$ cat src/rtl/tmr_tick_prescaler.sv
// rtl/tmr_tick_prescaler.sv - triple-redundant tick prescaler with bitwise majority voting
//
// Purpose: emits a one-cycle tick every div_reg+1 cycles while running. State,
// count and divide register are each held in three replicas. Every replica
// reloads from the voted values, so a single upset heals in one cycle.
//
// Optional feature macro: TMR_PRESCALER_FAULT_CNT_EN (adds fault_cnt).
//
// Ports:
//   clk        clock, rising edge
//   rst        asynchronous active-low reset
//   start      begin ticking (honoured in IDLE only)
//   stop       halt ticking (honoured in RUN only)
//   div_valid  new divide value offered
//   div_value  divide value, period = div_value+1 cycles
//   div_ready  divide value accepted this cycle when div_valid is high
//   tick       one-cycle enable pulse
//   running    voted state is RUN
//   fault_cnt  saturating count of mismatch cycles (macro builds only)
//   mismatch   a replica disagreed with the vote in the previous cycle
module tmr_tick_prescaler #(
    parameter int WIDTH = 16
) (
    input  logic             clk,
    input  logic             rst,
    input  logic             start,
    input  logic             stop,
    input  logic             div_valid,
    input  logic [WIDTH-1:0] div_value,
    output logic             div_ready,
    output logic             tick,
    output logic             running,
`ifdef TMR_PRESCALER_FAULT_CNT_EN
    output logic [7:0]       fault_cnt,
`endif
    output logic             mismatch
);

    typedef enum logic [1:0] {
        ST_IDLE = 2'b00,
        ST_RUN  = 2'b01
    } state_t;

    localparam logic [WIDTH-1:0] ONE = {{(WIDTH-1){1'b0}}, 1'b1};

    function automatic logic [1:0] vote2(input logic [1:0] a, input logic [1:0] b,
                                         input logic [1:0] c);
        return (a & b) | (a & c) | (b & c);
    endfunction

    function automatic logic [WIDTH-1:0] vote_w(input logic [WIDTH-1:0] a,
                                                input logic [WIDTH-1:0] b,
                                                input logic [WIDTH-1:0] c);
        return (a & b) | (a & c) | (b & c);
    endfunction

    logic [1:0]       state_q0, state_q1, state_q2;
    logic [WIDTH-1:0] cnt_q0, cnt_q1, cnt_q2;
    logic [WIDTH-1:0] div_q0, div_q1, div_q2;

    logic [1:0]       state_raw;
    state_t           state_v;
    state_t           state_nxt;
    logic [WIDTH-1:0] cnt_v, div_v, cnt_nxt, div_nxt;
    logic             period_end;
    logic             mismatch_now;

    assign state_raw  = vote2(state_q0, state_q1, state_q2);
    // Any voted encoding other than RUN (including the unused ones) is IDLE.
    assign state_v    = (state_raw == ST_RUN) ? ST_RUN : ST_IDLE;
    assign cnt_v      = vote_w(cnt_q0, cnt_q1, cnt_q2);
    assign div_v      = vote_w(div_q0, div_q1, div_q2);
    assign period_end = (cnt_v == div_v);

    always_comb begin
        state_nxt = state_v;
        cnt_nxt   = cnt_v;
        div_nxt   = div_v;
        tick      = 1'b0;
        running   = 1'b0;
        div_ready = 1'b1;
        case (state_v)
            ST_RUN: begin
                running = 1'b1;
                // A stop suppresses both the tick and the divide handshake so
                // that div_reg is left untouched while halting.
                tick      = period_end && !stop;
                div_ready = period_end && !stop;
                if (stop) begin
                    state_nxt = ST_IDLE;
                    cnt_nxt   = '0;
                end else if (period_end) begin
                    cnt_nxt = '0;
                    if (div_valid) begin
                        div_nxt = div_value;
                    end
                end else begin
                    cnt_nxt = cnt_v + ONE;
                end
            end
            default: begin
                cnt_nxt = '0;
                if (div_valid) begin
                    div_nxt = div_value;
                end
                if (start && !stop) begin
                    state_nxt = ST_RUN;
                end
            end
        endcase
    end

`ifdef TMR_PRESCALER_FAULT_CNT_EN
    function automatic logic [7:0] vote8(input logic [7:0] a, input logic [7:0] b,
                                         input logic [7:0] c);
        return (a & b) | (a & c) | (b & c);
    endfunction

    logic [7:0] fc_q0, fc_q1, fc_q2;
    logic [7:0] fc_v, fc_nxt;

    assign fc_v      = vote8(fc_q0, fc_q1, fc_q2);
    assign fc_nxt    = (mismatch && fc_v != 8'hFF) ? fc_v + 8'd1 : fc_v;
    assign fault_cnt = fc_v;

    assign mismatch_now = (state_q0 != state_raw) || (state_q1 != state_raw) ||
                          (state_q2 != state_raw) ||
                          (cnt_q0 != cnt_v) || (cnt_q1 != cnt_v) || (cnt_q2 != cnt_v) ||
                          (div_q0 != div_v) || (div_q1 != div_v) || (div_q2 != div_v) ||
                          (fc_q0 != fc_v) || (fc_q1 != fc_v) || (fc_q2 != fc_v);

    always_ff @(posedge clk or negedge rst) begin
        if (!rst) begin
            fc_q0 <= 8'd0;
            fc_q1 <= 8'd0;
            fc_q2 <= 8'd0;
        end else begin
            fc_q0 <= fc_nxt;
            fc_q1 <= fc_nxt;
            fc_q2 <= fc_nxt;
        end
    end
`else
    assign mismatch_now = (state_q0 != state_raw) || (state_q1 != state_raw) ||
                          (state_q2 != state_raw) ||
                          (cnt_q0 != cnt_v) || (cnt_q1 != cnt_v) || (cnt_q2 != cnt_v) ||
                          (div_q0 != div_v) || (div_q1 != div_v) || (div_q2 != div_v);
`endif

    always_ff @(posedge clk or negedge rst) begin
        if (!rst) begin
            state_q0 <= ST_IDLE;
            state_q1 <= ST_IDLE;
            state_q2 <= ST_IDLE;
            cnt_q0   <= '0;
            cnt_q1   <= '0;
            cnt_q2   <= '0;
            div_q0   <= '0;
            div_q1   <= '0;
            div_q2   <= '0;
            mismatch <= 1'b0;
        end else begin
            state_q0 <= state_nxt;
            state_q1 <= state_nxt;
            state_q2 <= state_nxt;
            cnt_q0   <= cnt_nxt;
            cnt_q1   <= cnt_nxt;
            cnt_q2   <= cnt_nxt;
            div_q0   <= div_nxt;
            div_q1   <= div_nxt;
            div_q2   <= div_nxt;
            mismatch <= mismatch_now;
        end
    end

endmodule

$ cat config.mk
export PLATFORM = sky130hd
export DESIGN_NAME = tmr_tick_prescaler
export DESIGN_NICKNAME = d
export VERILOG_FILES = /design/src/rtl/tmr_tick_prescaler.sv
export SDC_FILE = /design/constraint.sdc
export NUM_CORES = 1
export LEC_CHECK = 0
export CORE_ASPECT_RATIO = 1.1
export CORE_MARGIN = 2
export CORE_UTILIZATION = 50
export DETAILED_ROUTE_END_ITERATION = 8
export PLACE_DENSITY = 0.77
export SLEW_MARGIN = 15
export SYNTH_ARGS = -nofsm -noshare
export SYNTH_HDL_FRONTEND = slang
export SYNTH_SLANG_ARGS = --single-unit
$ cat constraint.sdc
create_clock -name clk -period 3.2 [get_ports clk]
set_clock_uncertainty 0.2 [all_clocks]
set_input_delay 0.96 -clock clk [delete_from_list [all_inputs] [get_ports clk]]
set_output_delay 0.96 -clock clk [all_outputs]
set_load 0.1 [all_outputs]
# Word level (Yosys, flattened, before mapping)
# Cells that the tools add are included.
# totals
reg_bits	35
inputBits	21
# classes
add_sub_neg	1
eq_ne	6
mux	14
bitwise	9
reduce_logical	9
# ops
cell	count
16-bit two-way mux	7
16-bit bitwise OR	4
16-bit bitwise AND	2
16-bit inequality test	2
16-bit by 1-bit adder with 16-bit output (second input constant)	1
16-bit == test	1
1-bit logical OR	6
1-bit two-way mux	6
2-bit bitwise OR	2
2-bit bitwise AND	1
2-bit by 1-bit == test with 1-bit output (second input constant)	1
1-bit logical AND	2
2-bit two-way mux	1
2-bit inequality test	1
1-bit == test (second input constant)	1
1-bit logical NOT	1

# Longest topological paths before layout
# Gate-level depths: netlist of the first run.
# logic_depth
ltp_word	10
ltp_mapped	7

# Least setup slack after synthesis of the first run
# No wires, ideal clock.
# synth_path
path_type	reg2out
from	reg cnt_q2[2]
to	out tick
arrival_time_ps	3355
required_time_ps	2040
setup_slack_ps	-1315
stages_incl_launch_ff	6
path_buffers	1
path_cell_list	dfrtp_1 buf_2 xor2_1 nor4_2 nand4_1 nor3b_1
# synth_between
elab_chain_cells	6
# synth_lines
element	line_no	text
start: declaration	58	logic [WIDTH-1:0] cnt_q0, cnt_q1, cnt_q2;
start signal: assignment	168	cnt_q2 <= cnt_nxt;
16-bit bitwise AND *	54	return (a & b) | (a & c) | (b & c);
16-bit bitwise OR	54	
16-bit bitwise OR *	54	
16-bit == test *	73	assign period_end = (cnt_v == div_v);
1-bit logical AND *	87	tick = period_end && !stop;
1-bit two-way mux *	82	case (state_v)
end: declaration	31	output logic tick,
# Mark *: on every way between the ends. The rest lies on a longest branch, timed or not.

# Worst setup path in the final report of the first run
# layout_path
from	in stop
to	out tick
# layout_between
elab_chain_cells	3
# layout_lines
element	line_no	text
start: declaration	27	input logic stop,
1-bit logical NOT	87	
1-bit logical AND	87	
1-bit two-way mux	82	
# Every way passes these cells.

==> flow_summary.json, run 1 <==
{
  "grtUsageMet1_pct": 21.1,
  "drtIter0Drc": 31,
  "yosysTopAreaCellShare_pct": 50.2,
  "drt_pass1_iterations": 6,
  "holdPathEnd": "div_q2[11]$_DFFE_PN0P_",
  "syn_inst": 138,
  "ctsHtreeMaxLevel": 2,
  "synthMostInstantiatedCell": "dfrtp_1",
  "max_freq_ghz": 0.319,
  "endpoint_kind": "output port",
  "track_usage_pct": 18.1,
  "slowest_delay_ns": 0.52,
  "finalSetupViolations": 0,
  "synth_commonest_cells": "dfrtp_1 (33), xor2_1 (23), nor2_1 (22)",
  "r2r_end": "div_q2[15]$_DFFE_PN0P_",
  "synth_area_leaders": "dfrtp_1 (50%), xor2_1 (12%), mux2_4 (9.1%)",
  "hold_violations": 0,
  "ys_warn_count": 0,
  "clkLatencyLatePin_ns": 0.34,
  "io_buffers": 23,
  "hold_depth": 1,
  "met3_usage_pct": 6.07,
  "vias": 1121,
  "cts-root-buf": "clkbuf_4",
  "num-nets-final": 199,
  "ys.flop_type": "dfrtp_1",
  "hold_path_class": "reg2reg",
  "grt_pass1_wl_um": 4960,
  "synth-edff-count": 0,
  "fill_cells": 223,
  "worstMarginPinSlew_ns": 0.645,
  "ys_types": 26,
  "first_global_vias": 1109,
  "synthesis.area_sq_mm": 0.00165,
  "clock_sinks": 33,
  "die_area_sq_mm": 0.00377,
  "slew_violations": 0,
  "initial_utilization_pct": 53.1,
  "r2r_cells": 8,
  "r2r_setup_slack_ns": 0.66,
  "clockBufferDepth": 2,
  "slew_headroom_pct": 56.8,
  "r2r-start": "cnt_q2[9]$_DFF_PN0_",
  "num_antenna_cells": 0,
  "min_from": "div_q2[11]$_DFFE_PN0P_",
  "ant_nets": 0,
  "cp_max_fo": 5,
  "postSynthAreaPerCell_sq_um": 11.9,
  "hpwl_um": 2250,
  "hold_slack_ns": 0.343,
  "overflow": 0,
  "async_flop_share_pct": 100,
  "die_x_um": 58.7,
  "gp_congestion": 0.842,
  "worstSetupStartpointType": "input port",
  "syn2layout_area_growth_pct": 27.3,
  "yosys.area.top_type": "dfrtp_1",
  "synth-seq-area-share_pct": 50.2,
  "drive_gt1_share_pct": 28.1,
  "rows": 21,
  "cp_slowest_cell": "clkdlybuf4s50_1",
  "antenna_found_initial": 0,
  "cp_num_cells": 3,
  "arrival_ns": 1.97,
  "leakagePower_nw": 0.921,
  "cp_top_family": "buffers and inverters",
  "coreArea_sq_mm": 0.00310,
  "synth_seq_cells": 33,
  "routedWlPerCell_um": 15.2,
  "top_usage_layer": "met2",
  "grt_max_degree": 34,
  "post-route-min-period_ns": 3.13,
  "met2_usage_pct": 30.2,
  "p_per_area_mw_per_mm2": 408,
  "pin_count": 25,
  "vias_per_cell": 5.29,
  "ir_worst_vdd_v": 0.000203,
  "drc": 3,
  "critPathKind": "in2out",
  "crit_start": "stop",
  "postCtsHoldBufs": 0,
  "fin_util_pct": 67.6,
  "path_cells": "clkdlybuf4s50_1 -> nor3b_2 -> buf_12",
  "cp_num_buf_inv": 2,
  "required_ns": 2.04,
  "failed_checks": "design-rule violations",
  "final.period_utilization_pct": 97.8,
  "cts_buffers": 5,
  "maxCapViolCount": 0,
  "outcome": "finished, violations left",
  "syn_nets": 160,
  "totalWireLength_um": 3220,
  "clk_pin_slew_ns": 0.10,
  "tritoncts": "done",
  "dieHeight_um": 64.2
}
[how the worst max path moves through the flow]
stage / endpoint / slack [ns]
finish: tick / 0.07
detailed placement: tick / 0.11
global placement: tick / 0.13
floorplan: tick / -0.38
CTS: div_ready / 0.008
global route: div_ready / -0.02
[area by class of cell]
cell class                 count  area (sq um)  area share (%)
timing repair buffer          36           349            16.7
inverter                       1          3.75           0.179
clock buffer                   7          45.0            2.15
clock inverter                 1          7.51           0.358
sequential                    33           832            39.7
tap                           34          42.5            2.03
multi-input combinational    100           815            38.9
[what timing repair did]
| item | 4_1_cts | 5_1_grt |
|---|---|---|
| buffers inserted | 0 | 10 |
| gates resized for setup | 3 | 7 |
| endpoints found under the setup margin | 2 | 2 |
| pin swaps | 0 | 3 |
[layer usage]
layer  vias to the layer above  wire, um
li1                        542         -
met1                       552      1370
met2                        23      1680
met3                         4       134
met4                         0        31
met5                         -         0
[state kept, by name, summed over array words and instances (netlist names)]
| signal | count |
|---|---|
| div_q2 | 16 |
| cnt_q2 | 16 |
| state_q2 | 1 |
[cells by family (layout without fill, tap and decap cells)]
group,count (synthesis),in the layout,share of synthesized area [%]
simple gates,49,49,15.1
flops,33,33,50.2
xor+xnor,30,30,16.0
mux,17,17,14.6
buf+inv,5,45,2.43
compound gates,2,2,0.760
fa+ha+maj,1,1,0.760
other cells,1,1,0.228
[metrics by stage]
step | cell area (sq um) | total power, mW | std cells | setup slack, ns | TNS (ns)
after floorplan | 1650 | 0.575 | 138 | -0.384 | -0.384
after global placement | 1930 | 0.626 | 194 | 0.132 | 0
after detailed placement | 1930 | 0.630 | 194 | 0.106 | 0
after CTS | 2000 | 0.860 | 202 | 0.00845 | 0
after global routing | 2090 | 0.895 | 212 | -0.0211 | -0.0361
final | 2090 | 0.855 | 212 | 0.0693 | 0
[report_power, final]
| part | internal, mW | switching (mW) |
|---|---|---|
| sequential | 0.449 | 0.0273 |
| combinational | 0.0852 | 0.0690 |
| clock | 0.0866 | 0.138 |
| total | 0.621 | 0.234 |
[cell usage in the layout, fill, tap and decap left out, drive strengths merged, types with 3 or more instances in the layout]
master,count
nor2,22
nand3,7
buf,16
clkbuf,7
xnor2,7
and4,3
clkdlybuf4s50,20
nand4,4
nand2,4
dfrtp,33
xor2,23
mux2,16
nor4,5
No activity file was read; power rests on OpenSTA's default activity.
==> inputs of run 2 (changes only) <==
- SKIP_CTS_REPAIR_TIMING: default -> 1
==> run 2 against run 1 <==
Compared with the run above: clock power is essentially flat; largest cell class unchanged; largest power group unchanged; critical endpoint unchanged; highest routed layer unchanged; critical path type unchanged; count of clock-buffer cells in the layout unchanged; the run still ends with design-rule violations left; global-route usage down 0.25 points.
==> flow_summary.json, run 2 (synthesized netlist as in run 1, its figures left out) <==
{
  "hpwl_um": 2250,
  "failed_checks": "design-rule violations",
  "sw_frac_of_total_pct": 27.7,
  "gp_congestion": 0.842,
  "cp_max_fo": 5,
  "postPlaceCellArea_sq_mm": 0.00193,
  "drt_pass1_iterations": 6,
  "required_ns": 2.04,
  "clk_pin_slew_ns": 0.11,
  "track_usage_pct": 17.8,
  "overflow": 0,
  "leakagePower_nw": 0.916,
  "dp.cells": 194,
  "critPathKind": "in2out",
  "clock_sinks": 33,
  "rows": 21,
  "pin_count": 25,
  "clkLatencyLatePin_ns": 0.34,
  "endpoint_kind": "output port",
  "ctsHtreeMaxLevel": 2,
  "clkPwrFrac_pct": 26.5,
  "reg_top3": "cnt_q2 (16), div_q2 (16), state_q2 (1)",
  "power.switching_mw": 0.237,
  "hold_slack_ns": 0.309,
  "coreArea_sq_mm": 0.00310,
  "syn2layout_area_growth_pct": 26.8,
  "outcome": "finished, violations left",
  "p_comb_share_pct": 17.8,
  "vias_per_cell": 5.34,
  "design_area_sq_mm": 0.00209,
  "final.period_utilization_pct": 98.8,
  "ir_worst_vdd_v": 0.000200,
  "clockBufferDepth": 2,
  "die_area_sq_mm": 0.00377,
  "totalWireLength_um": 3300,
  "fin_util_pct": 67.3,
  "p_int_mw": 0.619,
  "dieHeight_um": 64.2,
  "slew_headroom_pct": 55.6,
  "tritoncts": "done",
  "slew_violations": 0,
  "hold_violations": 0,
  "final_common_cell": "dfrtp_1",
  "cts-root-buf": "clkbuf_4",
  "maxCapViolCount": 0,
  "p_per_area_mw_per_mm2": 410,
  "cts_buffers": 5,
  "drive_gt1_share_pct": 27.7,
  "ant_nets": 0,
  "hold_path_class": "reg2reg",
  "antenna_found_initial": 0,
  "drtIter0Drc": 42,
  "rsz0062_at_grt": "true",
  "fill_cells": 225,
  "num_antenna_cells": 0,
  "worstSetupStartpointType": "input port",
  "finalSetupViolations": 0,
  "die_x_um": 58.7,
  "grt_pass1_wl_um": 4870,
  "post-route-min-period_ns": 3.16,
  "num-nets-final": 198,
  "vias": 1126,
  "worstMarginPinSlew_ns": 0.665,
  "drc": 3,
  "total_power_mw": 0.856,
  "routedWlPerCell_um": 15.6,
  "initial_utilization_pct": 53.1,
  "pwr-share-seq_pct": 55.7,
  "first_global_vias": 1096,
  "layout_common_cells": "dfrtp_1 (28), xor2_1 (23), nor2_1 (22), clkdlybuf4s50_1 (20), buf_4 (12)",
  "arrival_ns": 2.00,
  "max_freq_ghz": 0.316,
  "io_buffers": 23,
  "final_cell_count_no_fill": 211,
  "grt_max_degree": 34
}
[run 2: cell count changes in the layout (fill, tap and decap cells not counted), sizes merged]
cell,delta
buf,-1
[run 2: per-stage QoR]
step / worst slack, ns / TNS (ns)
floorplan: -0.384 / -0.384
global placement: 0.132 / 0
detailed placement: 0.106 / 0
CTS: -0.0527 / -0.0539
global route: -0.0413 / -0.0567
finish: 0.0370 / 0
[run 2: final cells by class]
class | instances | area, sq um | area share [%]
clock buffer | 7 | 45.0 | 2.16
timing repair buffer | 35 | 342 | 16.4
inverter | 1 | 3.75 | 0.180
sequential | 33 | 832 | 39.9
multi-input combinational | 100 | 815 | 39.0
clock inverter | 1 | 7.51 | 0.360
tap | 34 | 42.5 | 2.04
[run 2: layer usage]
metal	vias up	track usage, %	wire length (um)
li1	541	-	-
met2	23	28.8	1710
met4	0	7.95	49
met5	-	0	0
met3	6	6.07	151
met1	556	21.1	1380
[run 2: path summary, 6_finish.rpt]
kind	startpoint	end	slack, ns	cells past startpoint
max in group asynchronous	rst	cnt_q2[3]$_DFF_PN0_	1.69	2
setup / recovery	stop	tick	0.04	3
min in group asynchronous	rst	cnt_q2[15]$_DFF_PN0_	0.80	2
hold / removal	cnt_q2[0]$_DFF_PN0_	cnt_q2[0]$_DFF_PN0_	0.31	1
setup reg to reg	cnt_q2[0]$_DFF_PN0_	div_q2[12]$_DFFE_PN0P_	0.65	8
hold reg to reg	cnt_q2[0]$_DFF_PN0_	cnt_q2[0]$_DFF_PN0_	0.31	1
[run 2: power by group through the flow]
stage | combinational (mW) | clock, mW | sequential [mW]
6_report | 0.153 | 0.227 | 0.477
5_1_grt | 0.164 | 0.248 | 0.480
4_1_cts | 0.147 | 0.232 | 0.476
3_5_place_dp | 0.147 | 0 | 0.483
3_3_place_gp | 0.142 | 0 | 0.483
2_1_floorplan | 0.0931 | 0 | 0.482
[run 2: worst max-delay path, cell delays in order]
cell and delay (ns):
clkdlybuf4s50_1 0.53, nor3b_2 0.30, buf_12 0.21
